<file path="src/rtl/spark_tester_pkg.sv">
// spark_tester_pkg: register map, IDs and CRC-32 helpers shared by the tester core
package spark_tester_pkg;
  localparam logic [31:0] IP_ID = 32'h5350_4B01;
  localparam int BUF_WORDS = 32;
  localparam logic [31:0] CRC_POLY = 32'hEDB8_8320;
  localparam logic [31:0] CRC_RESIDUE = 32'hC704_DD7B;
  localparam logic [3:0] BLK_GEN = 4'h0, BLK_ANA = 4'h1, BLK_MUX = 4'h2;
  localparam logic [7:0] OFF_ID = 8'h00, OFF_SEL = 8'h08, OFF_FLIP = 8'h0C, OFF_CTRL = 8'h10,
                         OFF_IFG = 8'h14, OFF_FSIZE = 8'h44, OFF_DATA = 8'h50,
                         OFF_PKTS = 8'h20, OFF_OCTETS = 8'h28, OFF_IDLE = 8'h30,
                         OFF_BAD_PKTS = 8'h58, OFF_BAD_OCT = 8'h60;
  typedef enum logic [2:0] {GEN_IDLE, GEN_PRE, GEN_FRAME, GEN_FCS, GEN_GAP} gen_state_e;
  typedef enum logic [2:0] {CNT_PKTS, CNT_OCTETS, CNT_IDLE, CNT_BAD_PKTS, CNT_BAD_OCT, CNT_NONE} cnt_sel_e;
  function automatic logic [31:0] crc32_byte(input logic [31:0] crc, input logic [7:0] d);
    logic [31:0] c;
    c = crc ^ {24'd0, d};
    for (int i = 0; i < 8; i++) c = c[0] ? (c >> 1) ^ CRC_POLY : c >> 1;
    return c;
  endfunction
  // Both words of a 64-bit counter share off[7:3]; off[2] picks high (0) or low (1)
  function automatic cnt_sel_e cnt_decode(input logic [7:0] off);
    return off[7:3] == OFF_PKTS[7:3] ? CNT_PKTS :
           off[7:3] == OFF_OCTETS[7:3] ? CNT_OCTETS :
           off[7:3] == OFF_IDLE[7:3] ? CNT_IDLE :
           off[7:3] == OFF_BAD_PKTS[7:3] ? CNT_BAD_PKTS :
           off[7:3] == OFF_BAD_OCT[7:3] ? CNT_BAD_OCT : CNT_NONE;
  endfunction
endpackage

</file>
<file path="src/rtl/spark_port_tester_if.sv">
// spark_port_tester_if: single-outstanding register bus between interconnect and tester
interface spark_port_tester_if;
  logic reg_req;
  logic reg_we;
  logic [11:0] reg_addr;
  logic [31:0] reg_wdata;
  logic [31:0] reg_rdata;
  logic reg_ack;
  modport master(output reg_req, reg_we, reg_addr, reg_wdata, input reg_rdata, reg_ack);
  modport slave(input reg_req, reg_we, reg_addr, reg_wdata, output reg_rdata, reg_ack);
endinterface

</file>
<file path="src/rtl/spark_crc32_byte.sv">
// spark_crc32_byte: one-byte update of the reflected IEEE CRC-32 register
module spark_crc32_byte
  import spark_tester_pkg::*;
(
  input  logic [31:0] crc,
  input  logic [7:0]  data,
  output logic [31:0] crc_next
);
  assign crc_next = crc32_byte(crc, data);
endmodule

</file>
<file path="src/rtl/spark_port_tester.sv">
// spark_port_tester: GMII frame generator, analyzer and port mux behind a register bus
module spark_port_tester
  import spark_tester_pkg::*;
(
  input  logic aclk,
  input  logic arstn,
  spark_port_tester_if.slave bus,
  output logic [7:0] gmii0_txd,
  output logic       gmii0_tx_en,
  output logic [7:0] gmii1_txd,
  output logic       gmii1_tx_en,
  input  logic [7:0] gmii0_rxd,
  input  logic       gmii0_rx_dv,
  input  logic [7:0] gmii1_rxd,
  input  logic       gmii1_rx_dv
);
  localparam int AW = $clog2(BUF_WORDS);
  logic [31:0] gen_flip, ana_flip, gen_ifg, gen_fsize, shadow, rd_val;
  logic [1:0] gen_ctrl, ana_ctrl;
  logic [2:0] sel;
  logic [31:0] buf_mem [BUF_WORDS];
  logic [AW:0] wr_ptr;
  logic [63:0] ctr [5];
  logic sh_vld, wr, rd, hi;
  cnt_sel_e sh_idx, ci;
  logic [3:0] blk;
  logic [7:0] off;
  assign blk = bus.reg_addr[11:8];
  assign off = bus.reg_addr[7:0];
  assign wr = bus.reg_req & bus.reg_we;
  assign rd = bus.reg_req & ~bus.reg_we;
  assign ci = cnt_decode(off);
  assign hi = ~off[2];
  always_comb begin
    rd_val = '0;
    if (blk == BLK_GEN)
      rd_val = off == OFF_ID ? IP_ID : off == OFF_FLIP ? ~gen_flip : off == OFF_CTRL ? {30'd0, gen_ctrl} :
               off == OFF_IFG ? gen_ifg : off == OFF_FSIZE ? gen_fsize : '0;
    else if (blk == BLK_ANA)
      rd_val = off == OFF_ID ? IP_ID : off == OFF_FLIP ? ~ana_flip : off == OFF_CTRL ? {30'd0, ana_ctrl} :
               ci == CNT_NONE ? '0 : hi ? ctr[ci][63:32] : (sh_vld && sh_idx == ci) ? shadow : ctr[ci][31:0];
    else if (blk == BLK_MUX)
      rd_val = off == OFF_ID ? IP_ID : off == OFF_SEL ? {29'd0, sel} : '0;
  end
  always_ff @(posedge aclk or negedge arstn) begin
    if (!arstn) begin
      bus.reg_ack <= 1'b0;
      bus.reg_rdata <= '0;
      {gen_flip, ana_flip, gen_ifg, gen_fsize, shadow} <= '0;
      {gen_ctrl, ana_ctrl, sel, sh_vld} <= '0;
      sh_idx <= CNT_PKTS;
      wr_ptr <= '0;
      buf_mem <= '{default: '0};
    end else begin
      bus.reg_ack <= bus.reg_req;
      bus.reg_rdata <= rd ? rd_val : '0;
      if (wr && blk == BLK_GEN) begin
        if (off == OFF_FLIP) gen_flip <= bus.reg_wdata;
        if (off == OFF_CTRL) gen_ctrl <= bus.reg_wdata[1:0];
        if (off == OFF_IFG) gen_ifg <= bus.reg_wdata;
        if (off == OFF_FSIZE) begin
          gen_fsize <= bus.reg_wdata;
          wr_ptr <= '0;
        end
        if (off == OFF_DATA && wr_ptr != (AW+1)'(BUF_WORDS)) begin
          buf_mem[wr_ptr[AW-1:0]] <= bus.reg_wdata;
          wr_ptr <= wr_ptr + 1'b1;
        end
      end
      if (wr && blk == BLK_ANA && off == OFF_FLIP) ana_flip <= bus.reg_wdata;
      if (wr && blk == BLK_ANA && off == OFF_CTRL) ana_ctrl <= bus.reg_wdata[1:0];
      if (wr && blk == BLK_MUX && off == OFF_SEL) sel <= bus.reg_wdata[2:0];
      // High-word read latches the low word so a 64-bit read is coherent
      if (rd && blk == BLK_ANA && ci != CNT_NONE) begin
        sh_vld <= hi;
        if (hi) begin
          shadow <= ctr[ci][31:0];
          sh_idx <= ci;
        end
      end
    end
  end
  gen_state_e state, state_nxt;
  logic [31:0] cnt, cnt_nxt, crc, crc_nxt, crc_upd, ifg_eff, bword, fcs;
  logic [63:0] seq;
  logic [AW+1:0] bidx;
  logic [2:0] k;
  logic [7:0] tx_byte, bbyte, sbyte, fbyte, gen_txd;
  logic tx_on, seq_inc, tail, gen_en;
  assign ifg_eff = gen_ifg < 32'd12 ? 32'd12 : gen_ifg;
  assign bidx = state == GEN_FRAME ? cnt[AW+1:0] + (AW+2)'(8) : cnt[AW+1:0];
  assign bword = buf_mem[bidx[AW+1:2]];
  assign bbyte = bword[{~bidx[1:0], 3'b0} +: 8];
  assign tail = gen_ctrl[1] && (cnt + 32'd8 >= gen_fsize);
  assign k = cnt[2:0] - gen_fsize[2:0];
  assign sbyte = seq[{~k, 3'b0} +: 8];
  assign fcs = ~crc;
  assign fbyte = fcs[{cnt[1:0], 3'b0} +: 8];
  spark_crc32_byte u_gen_crc (.crc(crc), .data(tx_byte), .crc_next(crc_upd));
  always_ff @(posedge aclk or negedge arstn) begin
    if (!arstn) state <= GEN_IDLE;
    else state <= state_nxt;
  end
  always_comb begin
    state_nxt = state;
    cnt_nxt = cnt + 32'd1;
    crc_nxt = crc;
    tx_on = 1'b0;
    tx_byte = '0;
    seq_inc = 1'b0;
    case (state)
      GEN_IDLE: begin
        cnt_nxt = '0;
        if (gen_ctrl[0]) state_nxt = GEN_PRE;
      end
      GEN_PRE: begin
        tx_on = 1'b1;
        tx_byte = bbyte;
        crc_nxt = '1;
        if (cnt == 32'd7) begin
          cnt_nxt = '0;
          state_nxt = gen_fsize == '0 ? GEN_FCS : GEN_FRAME;
        end
      end
      GEN_FRAME: begin
        tx_on = 1'b1;
        tx_byte = tail ? sbyte : bbyte;
        crc_nxt = crc_upd;
        if (cnt + 32'd1 >= gen_fsize) begin
          cnt_nxt = '0;
          state_nxt = GEN_FCS;
        end
      end
      GEN_FCS: begin
        tx_on = 1'b1;
        tx_byte = fbyte;
        if (cnt == 32'd3) begin
          cnt_nxt = '0;
          state_nxt = GEN_GAP;
          seq_inc = 1'b1;
        end
      end
      GEN_GAP: begin
        if (cnt + 32'd1 >= ifg_eff) begin
          cnt_nxt = '0;
          state_nxt = gen_ctrl[0] ? GEN_PRE : GEN_IDLE;
        end
      end
      default: state_nxt = GEN_IDLE;
    endcase
  end
  always_ff @(posedge aclk or negedge arstn) begin
    if (!arstn) begin
      {cnt, crc, seq, gen_txd, gen_en} <= '0;
    end else begin
      cnt <= cnt_nxt;
      crc <= crc_nxt;
      seq <= seq + 64'(seq_inc);
      gen_txd <= tx_byte;
      gen_en <= tx_on;
    end
  end
  assign gmii0_txd = sel[0] ? gen_txd : '0;
  assign gmii0_tx_en = sel[0] & gen_en;
  assign gmii1_txd = sel[1] ? gen_txd : '0;
  assign gmii1_tx_en = sel[1] & gen_en;
  logic [7:0] rxd;
  logic rx_dv, prev_dv, armed, armed_now, in_frame, counting, rise, fall, fend, oct, bad;
  logic [31:0] a_crc, a_crc_upd, flen;
  assign rxd = sel[2] ? gmii0_rxd : gmii1_rxd;
  assign rx_dv = sel[2] ? gmii0_rx_dv : gmii1_rx_dv;
  assign counting = ana_ctrl[0] & ~ana_ctrl[1];
  assign rise = rx_dv & ~prev_dv;
  assign fall = ~rx_dv & prev_dv;
  // A frame is only counted if counting was active at its rx_dv rising edge and stayed active
  assign armed_now = rise ? counting : armed & counting;
  assign fend = fall & in_frame & armed & counting;
  assign oct = rx_dv & in_frame & armed & counting;
  assign bad = {<<{a_crc}} != CRC_RESIDUE;
  spark_crc32_byte u_ana_crc (.crc(a_crc), .data(rxd), .crc_next(a_crc_upd));
  always_ff @(posedge aclk or negedge arstn) begin
    if (!arstn) begin
      {prev_dv, armed, in_frame, a_crc, flen} <= '0;
      ctr <= '{default: '0};
    end else begin
      prev_dv <= rx_dv;
      armed <= armed_now;
      if (fall) in_frame <= 1'b0;
      else if (rx_dv && armed_now && !in_frame && rxd == 8'hD5) begin
        in_frame <= 1'b1;
        a_crc <= '1;
        flen <= '0;
      end else if (rx_dv && in_frame) begin
        a_crc <= a_crc_upd;
        flen <= flen + 32'd1;
      end
      ctr[CNT_PKTS] <= ctr[CNT_PKTS] + 64'(fend);
      ctr[CNT_OCTETS] <= ctr[CNT_OCTETS] + 64'(oct);
      ctr[CNT_IDLE] <= ctr[CNT_IDLE] + 64'(~rx_dv & counting);
      ctr[CNT_BAD_PKTS] <= ctr[CNT_BAD_PKTS] + 64'(fend & bad);
      ctr[CNT_BAD_OCT] <= ctr[CNT_BAD_OCT] + ((fend & bad) ? 64'(flen) : 64'd0);
    end
  end
endmodule

</file>
<file path="src/flat_wrapper.sv">
// flat-port wrapper written by rule: the top's interface ports become plain ports
module spark_port_tester_flat import spark_tester_pkg::*;
  (aclk, arstn, gmii0_txd, gmii0_tx_en, gmii1_txd, gmii1_tx_en, gmii0_rxd, gmii0_rx_dv, gmii1_rxd, gmii1_rx_dv, bus_reg_req, bus_reg_we, bus_reg_addr, bus_reg_wdata, bus_reg_rdata, bus_reg_ack);
  spark_port_tester_if bus_i ();
  input  logic aclk;
  input  logic arstn;
  output logic [7:0] gmii0_txd;
  output logic gmii0_tx_en;
  output logic [7:0] gmii1_txd;
  output logic gmii1_tx_en;
  input  logic [7:0] gmii0_rxd;
  input  logic gmii0_rx_dv;
  input  logic [7:0] gmii1_rxd;
  input  logic gmii1_rx_dv;
  input wire logic [$bits(bus_i.reg_req)-1:0] bus_reg_req;
  input wire logic [$bits(bus_i.reg_we)-1:0] bus_reg_we;
  input wire logic [$bits(bus_i.reg_addr)-1:0] bus_reg_addr;
  input wire logic [$bits(bus_i.reg_wdata)-1:0] bus_reg_wdata;
  output wire logic [$bits(bus_i.reg_rdata)-1:0] bus_reg_rdata;
  output wire logic [$bits(bus_i.reg_ack)-1:0] bus_reg_ack;
  assign bus_i.reg_req = bus_reg_req;
  assign bus_i.reg_we = bus_reg_we;
  assign bus_i.reg_addr = bus_reg_addr;
  assign bus_i.reg_wdata = bus_reg_wdata;
  assign bus_reg_rdata = bus_i.reg_rdata;
  assign bus_reg_ack = bus_i.reg_ack;
  spark_port_tester u_core (.aclk(aclk), .arstn(arstn), .bus(bus_i), .gmii0_txd(gmii0_txd), .gmii0_tx_en(gmii0_tx_en), .gmii1_txd(gmii1_txd), .gmii1_tx_en(gmii1_tx_en), .gmii0_rxd(gmii0_rxd), .gmii0_rx_dv(gmii0_rx_dv), .gmii1_rxd(gmii1_rxd), .gmii1_rx_dv(gmii1_rx_dv));
endmodule
</file>
<file path="config.mk">
export PLATFORM = sky130hd
export DESIGN_NAME = spark_port_tester_flat
export DESIGN_NICKNAME = d
export VERILOG_FILES = /design/src/rtl/spark_tester_pkg.sv /design/src/rtl/spark_port_tester_if.sv /design/src/rtl/spark_crc32_byte.sv /design/src/rtl/spark_port_tester.sv /design/src/flat_wrapper.sv
export SDC_FILE = /design/constraint.sdc
export NUM_CORES = 2
export LEC_CHECK = 0
export CORE_ASPECT_RATIO = 0.75
export CORE_UTILIZATION = 44
export DETAILED_ROUTE_END_ITERATION = 12
export GPL_ROUTABILITY_DRIVEN = 0
export PLACE_DENSITY_LB_ADDON = 0.3
export SLEW_MARGIN = 25
export SYNTH_ARGS = -nofsm -noshare
export SYNTH_HDL_FRONTEND = slang
export SYNTH_SLANG_ARGS = --single-unit
</file>
<file path="constraint.sdc">
create_clock -name aclk -period 5.7 [get_ports aclk]
set_clock_uncertainty 0.15 [all_clocks]
set_input_delay 0.57 -clock aclk [delete_from_list [all_inputs] [get_ports aclk]]
set_output_delay 0.57 -clock aclk [all_outputs]
set_load 0.05 [all_outputs]
</file>
==> impl_results.md <==
- Status: completed
- Synth warn: 0
- Vias per cell: 6.13
- Seq/Total Area, Yosys: 0.496
- Remaining global-route overflow: 0
- Slowest stage cell, crit path: nor3_1
- Final setup TNS: 0 ps
- Critical Path AT: a little over 6000 ps
- Startpoint Class: register
- Number of flops mapped to enable cells by yosys: 0
- Final Cycle Share: 0.997
- Max cap viols: 0
- Slew Viols, Final: 0
- Placement row count: ~140
- Top cells by area, synth: dfrtp_1, mux2_2, xnor2_1
- Cell repeated most along the worst path: buf_4
- Total Die Area: between 200000 and 250000 µm²
- Layout cell share with drive strength beyond 1: 0.263
- Crit Path Max Fanout: 14
- Io pins: ~120
- Clock Sinks: ~1800
- CP endpoint kind: register
- Routed WL: 294000 µm
- Most frequent cells in the layout: dfrtp_1, mux2_2, nand2_1
- Clk Latency, worst-skew pair: about 840 ps
- Final Core Density: 0.509
- Placed instance area: between 90000 and 100000 µm²
- Cell variety after synth: 100
- Antenna violations before repair: 7
- Syn Inst Count: ~7800
- Core ar.: 200000 µm²
- Die Span X: 521 µm
- Non-filler instance count after layout: between 10000 and 15000
- Dpl hpwl: ~200000 µm
- H-Tree Depth: 4
- DR iter-0 viols: 7821
- FMAX: 0.176 GHz
- Final nets: roughly 8200
- Final hold slack: ~76 ps
- # setup viols final: 0
- Slew @ Worst Pin: 1050 ps
- Peak supply drop: 419 µV
- Clock tree buffer depth: 3
- Vias in the first global route: approximately 64000
- RSZ-0062 raised after global routing: yes
- Mean post-synth cell area: between 10 and 15 µm²
- CTS Root Cell: clkbuf_16
- Final Instance Area: between 100000 and 150000 µm²
- Final setup margin: approximately 18 ps
- Largest net degree at the start of global routing: around 190
- Post-Place Worst Slack: -224 ps
- Slew margin rel.: 0.299
- Clk slew on worst S/H paths: approximately 70 ps
- DRC: 0
- Avg WL per Cell: between 20 and 30 µm
- Detail Route Antenna Nets: 0
- Total CTS buffers: approximately 180
- Top Family by Delay on Critical Path: simple AND/OR/NAND/NOR gates
- Placed cell count: between 10000 and 15000
- CP Buf/Inv Count: 5
- Fin crit period: about 5700 ps
- Die height: between 300 and 400 µm
- Total Power: between 30 and 40 mW
- Starting Density: 0.444
- Syn_nets: between 8000 and 9000
- Pwr dens: about 330 nW/µm²
- First-pass GRT wire length: approximately 430000 µm
- Routed vias: between 60000 and 70000
- Required time of the critical path: slightly above 6000 ps
- Cell type with the largest total area after synthesis: dfrtp_1
- Worst Hold Class: in2reg
- Fraction of registers with async set/reset: 1.00
- Most common flop cell mapped by yosys: dfrtp_1
- Syn Std Cell Area: roughly 89000 µm²
- Worst path max stage delay: ~750 ps
- Layout area overhead: 14.6%
- Static leakage: 47.2 nW
- Seq cells post-synth: about 1800
- Initial DRT Pass Iterations: 6
- CP Cell Sequence: ha_4, buf_4, and4bb_2, xor2_4, buf_4, nand2_1, nor3_1, nor3_1, a21oi_1, buf_4, a41o_1, xor2_2, xnor2_2, buf_4, xor2_1, buf_4, xnor2_1, a21oi_1
- CTS tree: built
- IO Port Bufs: 116
- Fin. Hold Viols: 0
- Post-synth top area share: 0.496
- Total global-route track usage: 0.286
- Commonest non-fill, non-tap cell in the layout: dfrtp_1
- Kind of critical path: reg2reg
## kinds of logic (layout without fill, tap and decap cells)
kind of cell             after synthesis  count (layout)  synth area share
AND/OR/NAND/NOR                     2128            2128             0.112
flip-flops                          1761            1761             0.496
multiplexers                        1526            1526             0.204
AO/OA/AOI/OAI                       1017            1017            0.0771
buffers and inverters                635             990            0.0301
XOR/XNOR                             595             595            0.0601
adder cells (fa/ha/maj)              147             147            0.0209
other                                  0               4                 0
## worst paths after layout
check                               startpoint            endpoint  slack (ps)  cells after the start
worst max register to register   u_core.cnt[3]      u_core.crc[21]          20                     18
worst min-delay path               bus_reg_req  u_core.bus.reg_ack          80                      1
min in group asynchronous                arstn     u_core.a_crc[3]         220                      2
worst min register to register  u_core.seq[63]      u_core.seq[63]         320                      1
worst max-delay path             u_core.cnt[3]      u_core.crc[21]          20                     18
max in group asynchronous                arstn     u_core.ctr[294]        3630                      4
## report_power, final
group	internal, mW	switching (mW)	total (mW)	leakage [nW]
clock network	6.97	5.31	12.3	3.00
registers	12.6	0.197	12.8	24.2
logic	3.25	4.95	8.20	20.0
## synth_stat cells, types with 44 or more instances
library cell / n
dfrtp_1: 1761
mux2_2: 1164
nand2_1: 866
xnor2_1: 387
nor2_1: 362
clkbuf_1: 320
nand3_1: 296
mux2i_1: 247
a21oi_1: 242
xor2_1: 193
o21ai_0: 174
ha_1: 145
and3_1: 118
mux4_2: 115
inv_1: 104
nor3_1: 94
buf_1: 90
nand4_1: 90
o22ai_1: 84
buf_2: 81
and2_1: 75
a22oi_1: 62
a31oi_1: 59
nor2b_1: 54
o221ai_1: 52
a211oi_1: 45
nor4_1: 44
## registers in the layout, summed over array words and instances (netlist names), 2 cells and up
name / cells
u_core.buf_mem: 1024
u_core.ctr: 320
u_core.seq: 64
u_core.a_crc: 32
u_core.ana_flip: 32
u_core.bus.reg_rdata: 32
u_core.cnt: 32
u_core.crc: 32
u_core.flen: 32
u_core.gen_flip: 32
u_core.gen_fsize: 32
u_core.gen_ifg: 32
u_core.shadow: 32
u_core.gen_txd: 8
u_core.wr_ptr: 6
u_core.sel: 3
u_core.sh_idx: 3
u_core.state: 3
u_core.ana_ctrl: 2
u_core.gen_ctrl: 2
## layer usage
layer / track usage / vias up / share of wire
li1: - / 28300 / -
met1: 0.434 / 34400 / 0.45
met2: 0.391 / 3242 / 0.41
met3: 0.0885 / 533 / 0.12
met4: 0.0727 / 2 / 0.026
met5: 0 / - / 0.000037
## cell type report
type	instances	area, µm²
well taps	2664	3330
inverters	106	398
multi-input cells	5413	42800
clock buffers	267	5300
diodes	4	10.0
flip-flops and latches	1761	44100
fillers	17300	98400
repair buffers	555	5150
clock inverters	62	792
## what timing repair did
| action | 4_1_cts | 5_1_grt |
|---|---|---|
| endpoints found under the hold margin | 102 | 0 |
| setup buffers | 8 | 9 |
| pin swaps | 6 | 22 |
| endpoints found under the setup margin | 18 | 61 |
| gates resized for setup | 11 | 40 |
| hold buffers | 1 | 0 |
Power figures use the tool's default switching activity.
